==> src/rtl/td4_pkg.sv <==
// Shared types and constants for the TD4 program loader.
// The state enum, word field widths and the default address width live here.
package td4_pkg;

    localparam int unsigned OPCODE_W   = 4;
    localparam int unsigned IMM_W      = 4;
    localparam int unsigned WORD_W     = OPCODE_W + IMM_W;
    localparam int unsigned DEF_ADDR_W = 4;

    typedef enum logic [1:0] {
        IDLE    = 2'd0,
        LOAD    = 2'd1,
        WRITE   = 2'd2,
        RELEASE = 2'd3
    } state_t;

    // Pin word layout: immediate in the upper nibble, opcode in the lower nibble.
    typedef struct packed {
        logic [IMM_W-1:0]    imm;
        logic [OPCODE_W-1:0] opcode;
    } word_t;

endpackage

==> src/rtl/td4_prog_loader_if.sv <==
// Loader bus: programming pins in, instruction-memory write port and status out.
// The slave modport is the loader's view; master is the host/memory side.
interface td4_prog_loader_if
    import td4_pkg::*;
#(
    parameter int unsigned ADDR_W = DEF_ADDR_W
);

    logic                load_en;
    logic                strobe;
    logic [WORD_W-1:0]   data_in;
    logic                mem_we;
    logic [ADDR_W-1:0]   mem_addr;
    logic [OPCODE_W-1:0] mem_opcode;
    logic [IMM_W-1:0]    mem_imm;
    logic                cpu_hold;
    logic                busy;
    logic [ADDR_W:0]     count;
    logic                overflow;

    modport slave (
        input  load_en, strobe, data_in,
        output mem_we, mem_addr, mem_opcode, mem_imm,
        output cpu_hold, busy, count, overflow
    );

    modport master (
        output load_en, strobe, data_in,
        input  mem_we, mem_addr, mem_opcode, mem_imm,
        input  cpu_hold, busy, count, overflow
    );

endinterface

==> src/rtl/td4_sync_edge.sv <==
// N-stage synchronizer for an asynchronous pin with a registered level output
// and a single-cycle rising-edge pulse derived from the synchronized level.
module td4_sync_edge #(
    parameter int unsigned STAGES = 2
) (
    input  logic clk,
    input  logic rst_n,
    input  logic d,
    output logic level,
    output logic rise_c
);

    logic [STAGES-1:0] chain;
    logic              prev;

    always_ff @(posedge clk or negedge rst_n) begin
        if (!rst_n) begin
            chain <= '0;
            prev  <= 1'b0;
        end else begin
            chain <= {chain[STAGES-2:0], d};
            prev  <= chain[STAGES-1];
        end
    end

    assign level  = chain[STAGES-1];
    assign rise_c = chain[STAGES-1] & ~prev;

endmodule

==> src/rtl/td4_prog_loader.sv <==
// Program loader for the TD4 instruction memory: writes strobed pin words to
// consecutive addresses and holds the CPU in reset during and shortly after loading.
module td4_prog_loader
    import td4_pkg::*;
#(
    parameter int unsigned ADDR_W         = DEF_ADDR_W,
    parameter int unsigned SYNC_STAGES    = 2,
    parameter int unsigned RELEASE_CYCLES = 4
) (
    input  logic               clk,
    input  logic               rst_n,
    td4_prog_loader_if.slave   bus
);

    localparam int unsigned CNT_W = ADDR_W + 1;
    localparam int unsigned DEPTH = 1 << ADDR_W;
    localparam int unsigned REL_W = $clog2(RELEASE_CYCLES + 1);

    logic load_en_sync;
    logic strobe_rise_c;
    logic unused_load_en_rise_c;
    logic unused_strobe_level;

    td4_sync_edge #(.STAGES(SYNC_STAGES)) u_load_en_sync (
        .clk    (clk),
        .rst_n  (rst_n),
        .d      (bus.load_en),
        .level  (load_en_sync),
        .rise_c (unused_load_en_rise_c)
    );

    td4_sync_edge #(.STAGES(SYNC_STAGES)) u_strobe_sync (
        .clk    (clk),
        .rst_n  (rst_n),
        .d      (bus.strobe),
        .level  (unused_strobe_level),
        .rise_c (strobe_rise_c)
    );

    // data_in is sampled raw; the pin protocol keeps it stable across the capture cycle.
    word_t word_c;
    assign word_c = word_t'(bus.data_in);

    state_t              state,      state_n;
    logic                mem_we,     mem_we_n;
    logic [ADDR_W-1:0]   mem_addr,   mem_addr_n;
    logic [OPCODE_W-1:0] mem_opcode, mem_opcode_n;
    logic [IMM_W-1:0]    mem_imm,    mem_imm_n;
    logic                cpu_hold,   cpu_hold_n;
    logic                busy,       busy_n;
    logic [CNT_W-1:0]    count,      count_n;
    logic                overflow,   overflow_n;
    logic [REL_W-1:0]    rel_cnt,    rel_cnt_n;

    always_ff @(posedge clk or negedge rst_n) begin
        if (!rst_n) begin
            state      <= IDLE;
            mem_we     <= 1'b0;
            mem_addr   <= '0;
            mem_opcode <= '0;
            mem_imm    <= '0;
            cpu_hold   <= 1'b0;
            busy       <= 1'b0;
            count      <= '0;
            overflow   <= 1'b0;
            rel_cnt    <= '0;
        end else begin
            state      <= state_n;
            mem_we     <= mem_we_n;
            mem_addr   <= mem_addr_n;
            mem_opcode <= mem_opcode_n;
            mem_imm    <= mem_imm_n;
            cpu_hold   <= cpu_hold_n;
            busy       <= busy_n;
            count      <= count_n;
            overflow   <= overflow_n;
            rel_cnt    <= rel_cnt_n;
        end
    end

    always_comb begin
        state_n      = state;
        mem_we_n     = 1'b0;
        mem_addr_n   = mem_addr;
        mem_opcode_n = mem_opcode;
        mem_imm_n    = mem_imm;
        cpu_hold_n   = cpu_hold;
        count_n      = count;
        overflow_n   = overflow;
        rel_cnt_n    = rel_cnt;

        unique case (state)
            IDLE: begin
                cpu_hold_n = 1'b0;
                if (load_en_sync) begin
                    state_n    = LOAD;
                    mem_addr_n = '0;
                    count_n    = '0;
                    overflow_n = 1'b0;
                    cpu_hold_n = 1'b1;
                end
            end
            LOAD: begin
                cpu_hold_n = 1'b1;
                // A strobe edge takes priority over a simultaneous load_en drop.
                if (strobe_rise_c) begin
                    if (count < CNT_W'(DEPTH)) begin
                        state_n      = WRITE;
                        mem_we_n     = 1'b1;
                        mem_opcode_n = word_c.opcode;
                        mem_imm_n    = word_c.imm;
                    end else begin
                        overflow_n = 1'b1;
                    end
                end else if (!load_en_sync) begin
                    state_n   = RELEASE;
                    rel_cnt_n = REL_W'(RELEASE_CYCLES);
                end
            end
            WRITE: begin
                state_n    = LOAD;
                mem_addr_n = mem_addr + ADDR_W'(1);
                count_n    = count + CNT_W'(1);
            end
            RELEASE: begin
                if (load_en_sync) begin
                    state_n    = LOAD;
                    mem_addr_n = '0;
                    count_n    = '0;
                    overflow_n = 1'b0;
                    cpu_hold_n = 1'b1;
                    rel_cnt_n  = '0;
                end else if (rel_cnt <= REL_W'(1)) begin
                    state_n    = IDLE;
                    cpu_hold_n = 1'b0;
                    rel_cnt_n  = '0;
                end else begin
                    rel_cnt_n = rel_cnt - REL_W'(1);
                end
            end
            default: begin
                state_n = IDLE;
            end
        endcase

        busy_n = (state_n != IDLE);
    end

    assign bus.mem_we     = mem_we;
    assign bus.mem_addr   = mem_addr;
    assign bus.mem_opcode = mem_opcode;
    assign bus.mem_imm    = mem_imm;
    assign bus.cpu_hold   = cpu_hold;
    assign bus.busy       = busy;
    assign bus.count      = count;
    assign bus.overflow   = overflow;

endmodule

==> src/flat_wrapper.sv <==
// flat-port wrapper written by rule: the top's interface ports become plain ports
module td4_prog_loader_flat import td4_pkg::*;
#(
    parameter int unsigned ADDR_W         = DEF_ADDR_W,
    parameter int unsigned SYNC_STAGES    = 2,
    parameter int unsigned RELEASE_CYCLES = 4
)
  (clk, rst_n, bus_load_en, bus_strobe, bus_data_in, bus_mem_we, bus_mem_addr, bus_mem_opcode, bus_mem_imm, bus_cpu_hold, bus_busy, bus_count, bus_overflow);
  td4_prog_loader_if #(.ADDR_W(ADDR_W)) bus_i ();
  input  logic clk;
  input  logic rst_n;
  input wire logic [$bits(bus_i.load_en)-1:0] bus_load_en;
  input wire logic [$bits(bus_i.strobe)-1:0] bus_strobe;
  input wire logic [$bits(bus_i.data_in)-1:0] bus_data_in;
  output wire logic [$bits(bus_i.mem_we)-1:0] bus_mem_we;
  output wire logic [$bits(bus_i.mem_addr)-1:0] bus_mem_addr;
  output wire logic [$bits(bus_i.mem_opcode)-1:0] bus_mem_opcode;
  output wire logic [$bits(bus_i.mem_imm)-1:0] bus_mem_imm;
  output wire logic [$bits(bus_i.cpu_hold)-1:0] bus_cpu_hold;
  output wire logic [$bits(bus_i.busy)-1:0] bus_busy;
  output wire logic [$bits(bus_i.count)-1:0] bus_count;
  output wire logic [$bits(bus_i.overflow)-1:0] bus_overflow;
  assign bus_i.load_en = bus_load_en;
  assign bus_i.strobe = bus_strobe;
  assign bus_i.data_in = bus_data_in;
  assign bus_mem_we = bus_i.mem_we;
  assign bus_mem_addr = bus_i.mem_addr;
  assign bus_mem_opcode = bus_i.mem_opcode;
  assign bus_mem_imm = bus_i.mem_imm;
  assign bus_cpu_hold = bus_i.cpu_hold;
  assign bus_busy = bus_i.busy;
  assign bus_count = bus_i.count;
  assign bus_overflow = bus_i.overflow;
  td4_prog_loader #(.ADDR_W(ADDR_W), .SYNC_STAGES(SYNC_STAGES), .RELEASE_CYCLES(RELEASE_CYCLES)) u_core (.clk(clk), .rst_n(rst_n), .bus(bus_i));
endmodule
==> config.mk <==
export PLATFORM = sky130hd
export DESIGN_NAME = td4_prog_loader_flat
export DESIGN_NICKNAME = d
export VERILOG_FILES = /design/src/rtl/td4_pkg.sv /design/src/rtl/td4_prog_loader_if.sv /design/src/rtl/td4_sync_edge.sv /design/src/rtl/td4_prog_loader.sv /design/src/flat_wrapper.sv
export SDC_FILE = /design/constraint.sdc
export NUM_CORES = 1
export LEC_CHECK = 0
export CELL_PAD_IN_SITES_DETAIL_PLACEMENT = 0
export CELL_PAD_IN_SITES_GLOBAL_PLACEMENT = 1
export CORE_UTILIZATION = 41
export CTS_CLUSTER_DIAMETER = 120
export DETAILED_ROUTE_END_ITERATION = 7
export PLACE_DENSITY_LB_ADDON = 0.3
export SLEW_MARGIN = 25
export SYNTH_ARGS = -nofsm -noshare
export SYNTH_HDL_FRONTEND = slang
export SYNTH_SLANG_ARGS = --single-unit
==> constraint.sdc <==
create_clock -name clk -period 3.4 [get_ports clk]
set_clock_uncertainty 0.15 [all_clocks]
set_input_delay 0.68 -clock clk [delete_from_list [all_inputs] [get_ports clk]]
set_output_delay 0.68 -clock clk [all_outputs]
set_load 0.005 [all_outputs]
==> results of run 1 <==
-- synthesized netlist by cell type (3+ instances only) --
cell type | instances | area (um^2)
sky130_fd_sc_hd__dfrtp_1 | 31 | 776
sky130_fd_sc_hd__xor2_1 | 5 | 43.8
sky130_fd_sc_hd__o22ai_1 | 3 | 18.8
sky130_fd_sc_hd__nor2b_1 | 3 | 18.8
sky130_fd_sc_hd__mux2_2 | 8 | 90.1
sky130_fd_sc_hd__nor2_1 | 10 | 37.5
sky130_fd_sc_hd__inv_1 | 6 | 22.5
sky130_fd_sc_hd__nand4_1 | 4 | 25.0
sky130_fd_sc_hd__a22o_1 | 3 | 26.3
sky130_fd_sc_hd__nand2_1 | 11 | 41.3
sky130_fd_sc_hd__o21ai_0 | 6 | 30.0
sky130_fd_sc_hd__ha_1 | 9 | 113
sky130_fd_sc_hd__nand2b_1 | 4 | 25.0
-- layout make-up --
cell class	instances	area, um^2
well taps	44	55.1
multi-input cells	81	579
repair buffers	33	328
clock inverters	1	5.00
clock buffers	7	45.0
inverters	7	26.3
flip-flops and latches	31	776
fillers	282	1310
-- layer usage --
metal	GRT usage [%]	routed length, um	up-vias
met2	24.3	1130	22
met3	4.98	100	8
met4	13.0	84	0
li1	-	-	494
met5	0	0	-
met1	21.6	1150	455
-- state kept, by name, summed over array words and instances, names as in the netlist, 2 cells and up --
signal,flops
u_core.rel_cnt,3
u_core.u_load_en_sync.chain,2
u_core.u_strobe_sync.chain,2
u_core.bus.mem_addr,4
u_core.bus.count,5
u_core.bus.mem_opcode,4
u_core.bus.mem_imm,4
u_core.state,2
-- logic make-up after synthesis --
logic type | after synthesis
and+or+nand+nor | 37
DFF | 31
AOI/OAI and AO/OA | 21
muxes | 9
xor gates and xnor gates | 5
buffers and inverters | 10
adders and majority gates | 9
-- stage by stage --
step | power [mW] | cells | util (%) | hold WS (ns)
after floorplan | 0.823 | 122 | - | 0.181
after global placement | 1.05 | 196 | 56.4 | 0.183
after detailed placement | 1.06 | 196 | 56.4 | 0.185
after CTS | 1.27 | 204 | 58.0 | 0.206
after global routing | 1.36 | 204 | 58.0 | 0.224
final | 1.25 | 204 | 58.0 | 0.205
-- how the worst max path moves through the flow --
| stage | startpoint | to | slack, ns | cells after the start |
|---|---|---|---|---|
| after floorplan | u_core.state[1] | u_core.bus.mem_imm[0] | 1.67 | 5 |
| after global placement | u_core.state[1] | u_core.bus.mem_opcode[0] | 1.50 | 5 |
| after detailed placement | u_core.state[1] | u_core.bus.mem_imm[1] | 1.46 | 5 |
| after CTS | u_core.bus.count[4] | bus_count[4] | 1.20 | 1 |
| after global routing | u_core.bus.count[4] | bus_count[4] | 1.15 | 1 |
| final | u_core.bus.count[4] | bus_count[4] | 1.22 | 1 |
-- power breakdown --
| group | switching, mW | internal (mW) |
|---|---|---|
| sequential | 0.0743 | 0.473 |
| combinational | 0.219 | 0.283 |
| clock | 0.121 | 0.0804 |
| total | 0.414 | 0.837 |
==> insert_results.sql, run 1 <==
INSERT INTO impl_metrics (metric_group, metric, value, unit) VALUES
('clock_network', 'clk-insertion-delay-late', '0.33', 'ns'),
('finish', 'antenna-diode-count', '0', ''),
('die', 'num_io_pins', '33', ''),
('worst_setup_path', 'r2r-end', 'u_core.bus.mem_opcode[0]', ''),
('placement', 'hpwl', '1800', 'um'),
('clock_network', 'cts_tree', 'done', ''),
('min_path', 'worst_min_delay_path_endpoint', 'u_core.u_strobe_sync.chain[1]', ''),
('placement', 'numPortBuffers', '32', ''),
('sta', 'worstMarginPinSlew', '0.486', 'ns'),
('worst_setup_path', 'startpoint_types', 'flop', ''),
('sta', 'timing.slew.headroom', '67.5', '%'),
('finish', 'layout_common_cells', '32 x sky130_fd_sc_hd__clkdlybuf4s50_1, 31 x sky130_fd_sc_hd__dfrtp_1, 11 x sky130_fd_sc_hd__nand2_1, 10 x sky130_fd_sc_hd__nor2_1, 9 x sky130_fd_sc_hd__ha_1', ''),
('drt', 'route.detailed.wl_per_inst', '12.1', 'um'),
('outcome', 'run_status', 'finished, final reports clean', ''),
('global_routing', 'global_route_wire_length_before_repair', '4270', 'um'),
('drt', 'drc', '0', ''),
('drt', 'routed_wirelength', '2470', 'um'),
('yosys', 'synth.avg_cell_area', '11.4', 'um^2'),
('clock_network', 'postCtsSetupRepairBufs', '0', ''),
('global_routing', 'first_global_vias', '972', ''),
('yosys', 'synth_cell_type_count', '27', ''),
('yosys', 'main_combinational_cell_family_by_area_after_synthesis', 'simple AND/OR/NAND/NOR gates', ''),
('worst_setup_path', 'cell_by_cell_listing_of_the_critical_path', 'clkdlybuf4s50_1', ''),
('yosys', 'ys_ff_latch', '31', ''),
('clock_network', 'htreeDepth', '2', ''),
('global_routing', 'maximum_number_of_pins_on_one_net_before_global_route_repair', '32', ''),
('finish', 'stdcell_area', '1810', 'um^2'),
('clock_network', 'cts-resized-gates', '0', ''),
('placement', 'gpl.final_weighted_congestion', '0.765', ''),
('worst_setup_path', 'worst-setup-path-type', 'flop to output pin', ''),
('clock_network', 'clock_sinks', '31', ''),
('drt', 'detailedRoute.firstIterationViolations', '51', ''),
('worst_setup_path', 'worst_path_max_delay_cell', 'sky130_fd_sc_hd__clkdlybuf4s50_1', ''),
('finish', 'layout.cells.most_common', 'sky130_fd_sc_hd__clkdlybuf4s50_1', ''),
('yosys', 'postSynthCellCount', '122', ''),
('die', 'die_height', '60.3', 'um'),
('sta', 'rsz0062_at_grt', 'no', ''),
('sta', 'timing.final.max_slew_violations', '0', ''),
('min_path', 'timing.hold.worst_path_depth', '0', ''),
('min_path', 'min-delay-start', 'u_core.u_strobe_sync.chain[0]', ''),
('worst_setup_path', 'timing.reg2reg.setup_slack', '1.46', 'ns'),
('drt', 'route.detailed.vias_per_inst', '4.80', ''),
('worst_setup_path', 'cp.buffers_inverters', '1', ''),
('worst_setup_path', 'reg2reg_from', 'u_core.state[1]', ''),
('worst_setup_path', 'slowest_cell_delay_on_critical_path', '0.55', 'ns'),
('sta', 'report.final.hold_viol_count', '0', ''),
('worst_setup_path', 'critical_path.endpoint_type', 'output pin', ''),
('sta', 'setup_viol', '0', ''),
('clock_network', 'tritoncts.num_buffers', '5', ''),
('yosys', 'syn-cell-area', '1390', 'um^2'),
('drt', 'number_of_optimization_iterations_in_the_first_detailed_route_pass', '4', ''),
('yosys', 'postSynth.topFlopCell', 'sky130_fd_sc_hd__dfrtp_1', ''),
('finish', 'synthToLayoutAreaGrowth', '30.2', '%'),
('die', 'initial_utilization', '44.6', '%'),
('die', 'fp.dieArea', '3640', 'um^2'),
('drt', 'ant_nets', '0', ''),
('pwr', 'cellPowerDensity', '689', 'nW/um^2'),
('clock_network', 'clk_root_buffer_cell', 'sky130_fd_sc_hd__clkbuf_4', ''),
('die', 'core-area', '3130', 'um^2'),
('global_routing', 'antenna_violations_before_repair', '0', ''),
('yosys', 'ys_seq_area_share', '55.7', '%'),
('pwr', 'ir_drop', '355', 'uV'),
('placement', 'pre_cts_ws', '1.46', 'ns'),
('yosys', 'synth-async-reset-ratio', '100', '%'),
('sta', 'layout_worst_path_cycle_share', '64.2', '%'),
('yosys', 'yosys.area_share.simple', '13.3', '%'),
('die', 'die-width', '60.3', 'um'),
('yosys', 'yosysWarnings', '0', ''),
('clock_network', 'cts_max_path_buffers', '2', ''),
('sta', 'final_total_negative_setup_slack', '0', 'ns'),
('worst_setup_path', 'critical-path-top-delay-family', 'buffers and inverters', '');
Power figures use the tool's default switching activity.
==> inputs of run 2 (changes only) <==
Settings changed: CORE_UTILIZATION 41 to 34.
Clock period 3.4 ns to 2 ns, I/O delays scaled along.
==> run 2 against run 1 <==
Global-route usage is 2.4 points lower. Non-clock buffer count increased by 1. Die area increased by 20%. Cell count rose by 2.5%. Worst setup slack worse by 1.1 ns. Power rose by 85%. Sequential power rose by 71%. Sequential cell count did not move. Worst hold slack worse by 0.0049 ns. Routed wire length up 7.3%. Utilization shrank 8.8 points. Sequential share of layout area down 1.3 points. Largest cell class unchanged.
==> insert_results.sql, run 2 (same netlist as run 1, synthesis figures left out) <==
INSERT INTO impl_metrics (metric_group, metric, value, unit) VALUES
('outcome', 'run_status', 'finished, final reports clean', ''),
('sta', 'layout_worst_path_cycle_share', '93.1', '%'),
('clock_network', 'postCtsSetupRepairBufs', '0', ''),
('sta', 'timing.slew.headroom', '72.4', '%'),
('drt', 'drc', '0', ''),
('clock_network', 'cts_tree', 'done', ''),
('pwr', 'cellPowerDensity', '1240', 'nW/um^2'),
('finish', 'layout.cells.most_common', 'sky130_fd_sc_hd__clkdlybuf4s50_1', ''),
('die', 'die-width', '66.0', 'um'),
('die', 'fp.dieArea', '4360', 'um^2'),
('worst_setup_path', 'cp-startpoint', 'u_core.bus.count[4]', ''),
('global_routing', 'grt_remaining_overflow', '0', ''),
('global_routing', 'antenna_violations_before_repair', '0', ''),
('worst_setup_path', 'slowest_cell_delay_on_critical_path', '0.55', 'ns'),
('worst_setup_path', 'worst_path_max_delay_cell', 'sky130_fd_sc_hd__clkdlybuf4s50_1', ''),
('clock_network', 'clkTransAtPathRegs', '0.07', 'ns'),
('drt', 'route.detailed.vias_per_inst', '4.80', ''),
('finish', 'fin_nets', '181', ''),
('drt', 'via_count', '1003', ''),
('die', 'die_height', '66.0', 'um'),
('sta', 'final_total_negative_setup_slack', '0', 'ns'),
('drt', 'number_of_optimization_iterations_in_the_first_detailed_route_pass', '4', ''),
('drt', 'dr_wl_met3', '107', 'um'),
('drt', 'ant_nets', '0', ''),
('placement', 'placedCellCount', '201', ''),
('worst_setup_path', 'critical_path.endpoint_type', 'output pin', ''),
('sta', 'fmax', '537', 'MHz'),
('placement', 'hpwl', '1880', 'um'),
('pwr', 'p_leak', '0.827', 'nW'),
('die', 'initial_utilization', '36.7', '%'),
('worst_setup_path', 'cp.buffers_inverters', '1', ''),
('clock_network', 'tritoncts.num_buffers', '5', ''),
('worst_setup_path', 'critical-path-top-delay-family', 'buffers and inverters', ''),
('global_routing', 'global_route_wire_length_before_repair', '4620', 'um'),
('finish', 'largest-register', 'u_core.bus.count', ''),
('clock_network', 'htreeDepth', '2', ''),
('sta', 'timing.final.max_slew_violations', '0', ''),
('finish', 'layout-drive-gt1-share', '12.4', '%'),
('worst_setup_path', 'data_required_time_of_the_worst_path', '1.45', 'ns'),
('flow_run', 'max_cap_violations', '0', ''),
('min_path', 'worstHoldPathType', 'flop to flop', ''),
('drt', 'route.detailed.wl_per_inst', '12.7', 'um'),
('drt', 'wirelength_met1', '1260', 'um'),
('placement', 'gpl.final_weighted_congestion', '0.755', ''),
('placement', 'numPortBuffers', '32', ''),
('finish', 'fin_cells', '209', ''),
('finish', 'synthToLayoutAreaGrowth', '34.2', '%'),
('min_path', 'min-delay-start', 'u_core.u_load_en_sync.chain[0]', ''),
('clock_network', 'clk-insertion-delay-late', '0.28', 'ns'),
('clock_network', 'clk_root_buffer_cell', 'sky130_fd_sc_hd__clkbuf_8', ''),
('pwr', 'ir_drop', '608', 'uV'),
('worst_setup_path', 'worst-setup-path-type', 'flop to output pin', ''),
('clock_network', 'clock_sinks', '31', ''),
('die', 'rows', '22', ''),
('worst_setup_path', 'crit_arrival', '1.31', 'ns'),
('worst_setup_path', 'cell_by_cell_listing_of_the_critical_path', 'clkdlybuf4s50_1', ''),
('global_routing', 'maximum_number_of_pins_on_one_net_before_global_route_repair', '32', ''),
('die', 'core-area', '3800', 'um^2'),
('finish', 'layout_common_cells', '32 x sky130_fd_sc_hd__clkdlybuf4s50_1, 31 x sky130_fd_sc_hd__dfrtp_1, 11 x sky130_fd_sc_hd__nand2_1, 10 x sky130_fd_sc_hd__nor2_1, 9 x sky130_fd_sc_hd__ha_1', ''),
('clock_network', 'cts_max_path_buffers', '2', ''),
('drt', 'top_layer_used', 'met4', ''),
('worst_setup_path', 'startpoint_types', 'flop', ''),
('global_routing', 'first_global_vias', '1017', ''),
('sta', 'rsz0062_at_grt', 'no', ''),
('drt', 'met2_wirelength', '1260', 'um'),
('die', 'num_io_pins', '33', ''),
('global_routing', 'global_route.usage.total', '14.6', '%'),
('sta', 'final_period_minus_worst_setup_slack', '1.86', 'ns'),
('drt', 'detailedRoute.firstIterationViolations', '61', ''),
('finish', 'antenna-diode-count', '0', ''),
('worst_setup_path', 'crit_path_max_fanout', '5', ''),
('finish', 'flip_flop_count_of_the_largest_register_after_layout', '5', ''),
('worst_setup_path', 'reg2reg_from', 'u_core.state[1]', ''),
('drt', 'routed_wirelength', '2650', 'um'),
('sta', 'setup_viol', '0', ''),
('sta', 'worstMarginPinSlew', '0.412', 'ns'),
('sta', 'report.final.hold_viol_count', '0', '');
run 2: metal layers:
layer	vias up	GRT usage, %
li1	501	-
met2	18	22.8
met1	482	18.0
met3	2	5.17
met4	0	6.38
met5	-	0
run 2: worst paths after layout:
kind                                                  endpoint  slack, ns  cells past startpoint
worst max-delay path                              bus_count[4]       0.14                      1
worst max register to register        u_core.bus.mem_opcode[1]       0.15                      5
worst min register to register  u_core.u_load_en_sync.chain[1]       0.20                      0
max in group asynchronous               u_core.bus.mem_addr[1]       1.06                      2
worst min-delay path            u_core.u_load_en_sync.chain[1]       0.20                      0
min in group asynchronous                    u_core.rel_cnt[1]       0.36                      2
run 2: power breakdown:
part | switching (mW) | internal, mW
Clock | 0.242 | 0.248
Combinational | 0.394 | 0.492
Sequential | 0.130 | 0.806
Total | 0.766 | 1.55
run 2: layout make-up:
class / count / area, um^2
Fill cell: 361 / 1930
Inverter: 7 / 26.3
Tap cell: 48 / 60.1
Timing Repair Buffer: 34 / 335
Multi-Input combinational cell: 81 / 579
Clock buffer: 5 / 68.8
Sequential cell: 31 / 776
Clock inverter: 3 / 25.0
run 2: through the flow:
stage | setup slack, ns | util [%] | hold WS [ns] | power, mW | area, um^2
floorplan | 0.271 | - | -0.0456 | 1.40 | 1390
global route | 0.00564 | 49.2 | 0.212 | 2.49 | 1870
CTS | 0.0704 | 49.2 | 0.201 | 2.34 | 1870
global placement | 0.167 | 46.8 | 0.186 | 1.81 | 1780
detailed placement | 0.0975 | 46.8 | 0.185 | 1.83 | 1780
finish | 0.138 | 49.2 | 0.200 | 2.31 | 1870
run 2: worst register-to-register path, stage by stage, from the launching register on:
cell	delay (ns)
sky130_fd_sc_hd__dfrtp_1	0.43
sky130_fd_sc_hd__inv_1	0.10
sky130_fd_sc_hd__ha_1	0.24
sky130_fd_sc_hd__inv_2	0.09
sky130_fd_sc_hd__nor3_4	0.34
sky130_fd_sc_hd__mux2_2	0.40
run 2: timing repair:
| action | 4_1_cts | 5_1_grt |
|---|---|---|
| hold buffers | 0 | 0 |
| endpoints found under the setup margin | 0 | 2 |
| gates resized for setup | 0 | 0 |
| endpoints found under the hold margin | 0 | 0 |
==> inputs of run 3 (changes only) <==
Settings changed: CORE_UTILIZATION 34 to 38.
Clock period 2 ns to 1.89 ns, I/O delays scaled along.
==> run 3 against run 2 <==
Clock power rose by 33%. Highest routed layer unchanged. Largest power group unchanged. Sequential share of layout area fell by 0.83 points. Count of clock-buffer cells in the layout did not move. Register-to-register slack got worse by 0.04 ns.
==> insert_results.sql, run 3 (same netlist as run 1, synthesis figures left out) <==
INSERT INTO impl_metrics (metric_group, metric, value, unit) VALUES
('clock_network', 'clkTransAtPathRegs', '0.10', 'ns'),
('die', 'die_height', '62.6', 'um'),
('finish', 'synthToLayoutAreaGrowth', '37.2', '%'),
('finish', 'flip_flop_count_of_the_largest_register_after_layout', '5', ''),
('clock_network', 'post_cts_hold_buffer_count', '0', ''),
('drt', 'route.detailed.vias_per_inst', '4.88', ''),
('pwr', 'post-layout-total-power', '2.61', 'mW'),
('finish', 'layout_common_cells', '32 x sky130_fd_sc_hd__clkdlybuf4s50_1, 30 x sky130_fd_sc_hd__dfrtp_1, 11 x sky130_fd_sc_hd__nand2_1, 9 x sky130_fd_sc_hd__nor2_1, 9 x sky130_fd_sc_hd__ha_1', ''),
('sta', 'hold_slack', '0.208', 'ns'),
('drt', 'ant_nets', '0', ''),
('pwr', 'cellPowerDensity', '1360', 'nW/um^2'),
('global_routing', 'grt_remaining_overflow', '0', ''),
('sta', 'setup_viol', '0', ''),
('placement', 'hpwl', '1890', 'um'),
('worst_setup_path', 'cell_by_cell_listing_of_the_critical_path', 'clkdlybuf4s50_1', ''),
('min_path', 'timing.hold.worst_path_depth', '0', ''),
('min_path', 'worstHoldPathType', 'flop to flop', ''),
('global_routing', 'first_global_vias', '1071', ''),
('worst_setup_path', 'reg2reg_from', 'u_core.state[1]', ''),
('worst_setup_path', 'reg2regPathDepth', '5', ''),
('drt', 'number_of_optimization_iterations_in_the_first_detailed_route_pass', '4', ''),
('pwr', 'p_leak', '0.847', 'nW'),
('worst_setup_path', 'critical_path.endpoint_type', 'output pin', ''),
('sta', 'fmax', '548', 'MHz'),
('worst_setup_path', 'critical-path-top-delay-family', 'buffers and inverters', ''),
('flow_run', 'max_cap_violations', '0', ''),
('worst_setup_path', 'timing.reg2reg.setup_slack', '0.11', 'ns'),
('die', 'num_io_pins', '33', ''),
('global_routing', 'global_route_wire_length_before_repair', '4710', 'um'),
('placement', 'gpl.final_weighted_congestion', '0.788', ''),
('clock_network', 'clk-insertion-delay-late', '0.34', 'ns'),
('worst_setup_path', 'data_required_time_of_the_worst_path', '1.36', 'ns'),
('finish', 'layout-drive-gt1-share', '16.5', '%'),
('worst_setup_path', 'crit_path_max_fanout', '5', ''),
('sta', 'layout_worst_path_cycle_share', '96.6', '%'),
('finish', 'antenna-diode-count', '0', ''),
('sta', 'timing.slew.headroom', '69.6', '%'),
('sta', 'worstMarginPinSlew', '0.457', 'ns'),
('worst_setup_path', 'r2r-end', 'u_core.bus.mem_imm[0]', ''),
('global_routing', 'global_route.usage.total', '15.8', '%'),
('clock_network', 'clk_root_buffer_cell', 'sky130_fd_sc_hd__clkbuf_4', ''),
('worst_setup_path', 'worst-path-stages', '1', ''),
('clock_network', 'htreeDepth', '2', ''),
('drt', 'detailedRoute.firstIterationViolations', '32', ''),
('drt', 'routed_wirelength', '2700', 'um'),
('die', 'rows', '21', ''),
('finish', 'fin_nets', '184', ''),
('global_routing', 'antenna_violations_before_repair', '0', ''),
('outcome', 'run_status', 'finished, final reports clean', ''),
('sta', 'report.final.hold_viol_count', '0', ''),
('sta', 'final_critical_path_setup_slack', '0.0639', 'ns'),
('worst_setup_path', 'cp.buffers_inverters', '1', ''),
('die', 'core-area', '3420', 'um^2'),
('clock_network', 'cts_tree', 'done', ''),
('drt', 'via_count', '1024', ''),
('pwr', 'ir_drop', '772', 'uV'),
('clock_network', 'cts_max_path_buffers', '2', ''),
('die', 'fp.dieArea', '3910', 'um^2'),
('finish', 'largest-register', 'u_core.bus.count', ''),
('worst_setup_path', 'cp-startpoint', 'u_core.bus.count[0]', ''),
('placement', 'pre_cts_ws', '0.0578', 'ns'),
('worst_setup_path', 'worst-setup-path-type', 'flop to output pin', ''),
('global_routing', 'maximum_number_of_pins_on_one_net_before_global_route_repair', '32', ''),
('drt', 'drc', '0', ''),
('sta', 'final_period_minus_worst_setup_slack', '1.83', 'ns'),
('finish', 'layout.cells.most_common', 'sky130_fd_sc_hd__clkdlybuf4s50_1', ''),
('worst_setup_path', 'crit_arrival', '1.30', 'ns'),
('die', 'die-width', '62.6', 'um'),
('clock_network', 'tritoncts.num_buffers', '5', ''),
('worst_setup_path', 'startpoint_types', 'flop', ''),
('worst_setup_path', 'slowest_cell_delay_on_critical_path', '0.53', 'ns'),
('sta', 'timing.final.max_slew_violations', '0', ''),
('die', 'initial_utilization', '40.8', '%'),
('worst_setup_path', 'worst_path_max_delay_cell', 'sky130_fd_sc_hd__clkdlybuf4s50_1', ''),
('placement', 'numPortBuffers', '32', ''),
('worst_setup_path', 'timing.critical_path.to', 'bus_count[0]', ''),
('drt', 'route.detailed.wl_per_inst', '12.8', 'um'),
('clock_network', 'clock_sinks', '31', '');
## run 3: changes by cell type in the layout (fill, tap and decap cells not counted), sizes merged
| cell | previous run | this run |
|---|---|---|
| clkinv | 2 | 0 |
| bufinv | 0 | 2 |
| buf | 2 | 5 |
## run 3: what timing repair did
action / 4_1_cts / 5_1_grt
setup buffers: 0 / 2
endpoints found under the setup margin: 1 / 18
gates resized for setup: 1 / 3
pin swaps: 0 / 1
## run 3: through the flow
| stage | instance area [um^2] | setup TNS, ns | util [%] | instances |
|---|---|---|---|---|
| 5_1_grt | 1910 | -0.0282 | 56.0 | 210 |
| 3_3_place_gp | 1780 | 0 | 52.2 | 200 |
| 6_report | 1910 | 0 | 56.0 | 210 |
| 4_1_cts | 1890 | 0 | 55.3 | 208 |
| 3_5_place_dp | 1780 | 0 | 52.2 | 200 |
| 2_1_floorplan | 1390 | 0 | - | 122 |
## run 3: worst min path at each step
| stage | from | end | slack [ns] |
|---|---|---|---|
| 2_1_floorplan | rst_n | u_core.bus.busy | -0.07 |
| 3_3_place_gp | u_core.u_load_en_sync.chain[0] | u_core.u_load_en_sync.chain[1] | 0.18 |
| 3_5_place_dp | u_core.u_load_en_sync.chain[0] | u_core.u_load_en_sync.chain[1] | 0.19 |
| 4_1_cts | u_core.u_load_en_sync.chain[0] | u_core.u_load_en_sync.chain[1] | 0.21 |
| 5_1_grt | u_core.u_load_en_sync.chain[0] | u_core.u_load_en_sync.chain[1] | 0.22 |
| 6_report | u_core.u_load_en_sync.chain[0] | u_core.u_load_en_sync.chain[1] | 0.21 |
## run 3: power by group
| group | switching [mW] | internal [mW] | total, mW | leakage, nW |
|---|---|---|---|---|
| Clock | 0.241 | 0.411 | 0.652 | 0.0514 |
| Sequential | 0.129 | 0.851 | 0.980 | 0.389 |
| Combinational | 0.437 | 0.537 | 0.973 | 0.407 |
## run 3: per-layer routing
layer | global-route usage, % | up-vias | wire length, um
met4 | 6.98 | 0 | 41
met1 | 18.7 | 492 | 1240
met2 | 24.9 | 25 | 1260
li1 | - | 502 | -
met5 | 0 | - | 0
met3 | 6.75 | 5 | 152
## run 3: cell type report
| type | count | area (um^2) |
|---|---|---|
| fill | 308 | 1500 |
| sequential | 31 | 777 |
| multi-input combinational | 81 | 588 |
| timing repair buffer | 37 | 358 |
| clock inverter | 3 | 67.6 |
| tap | 46 | 57.6 |
| clock buffer | 5 | 37.5 |
| inverter | 7 | 26.3 |
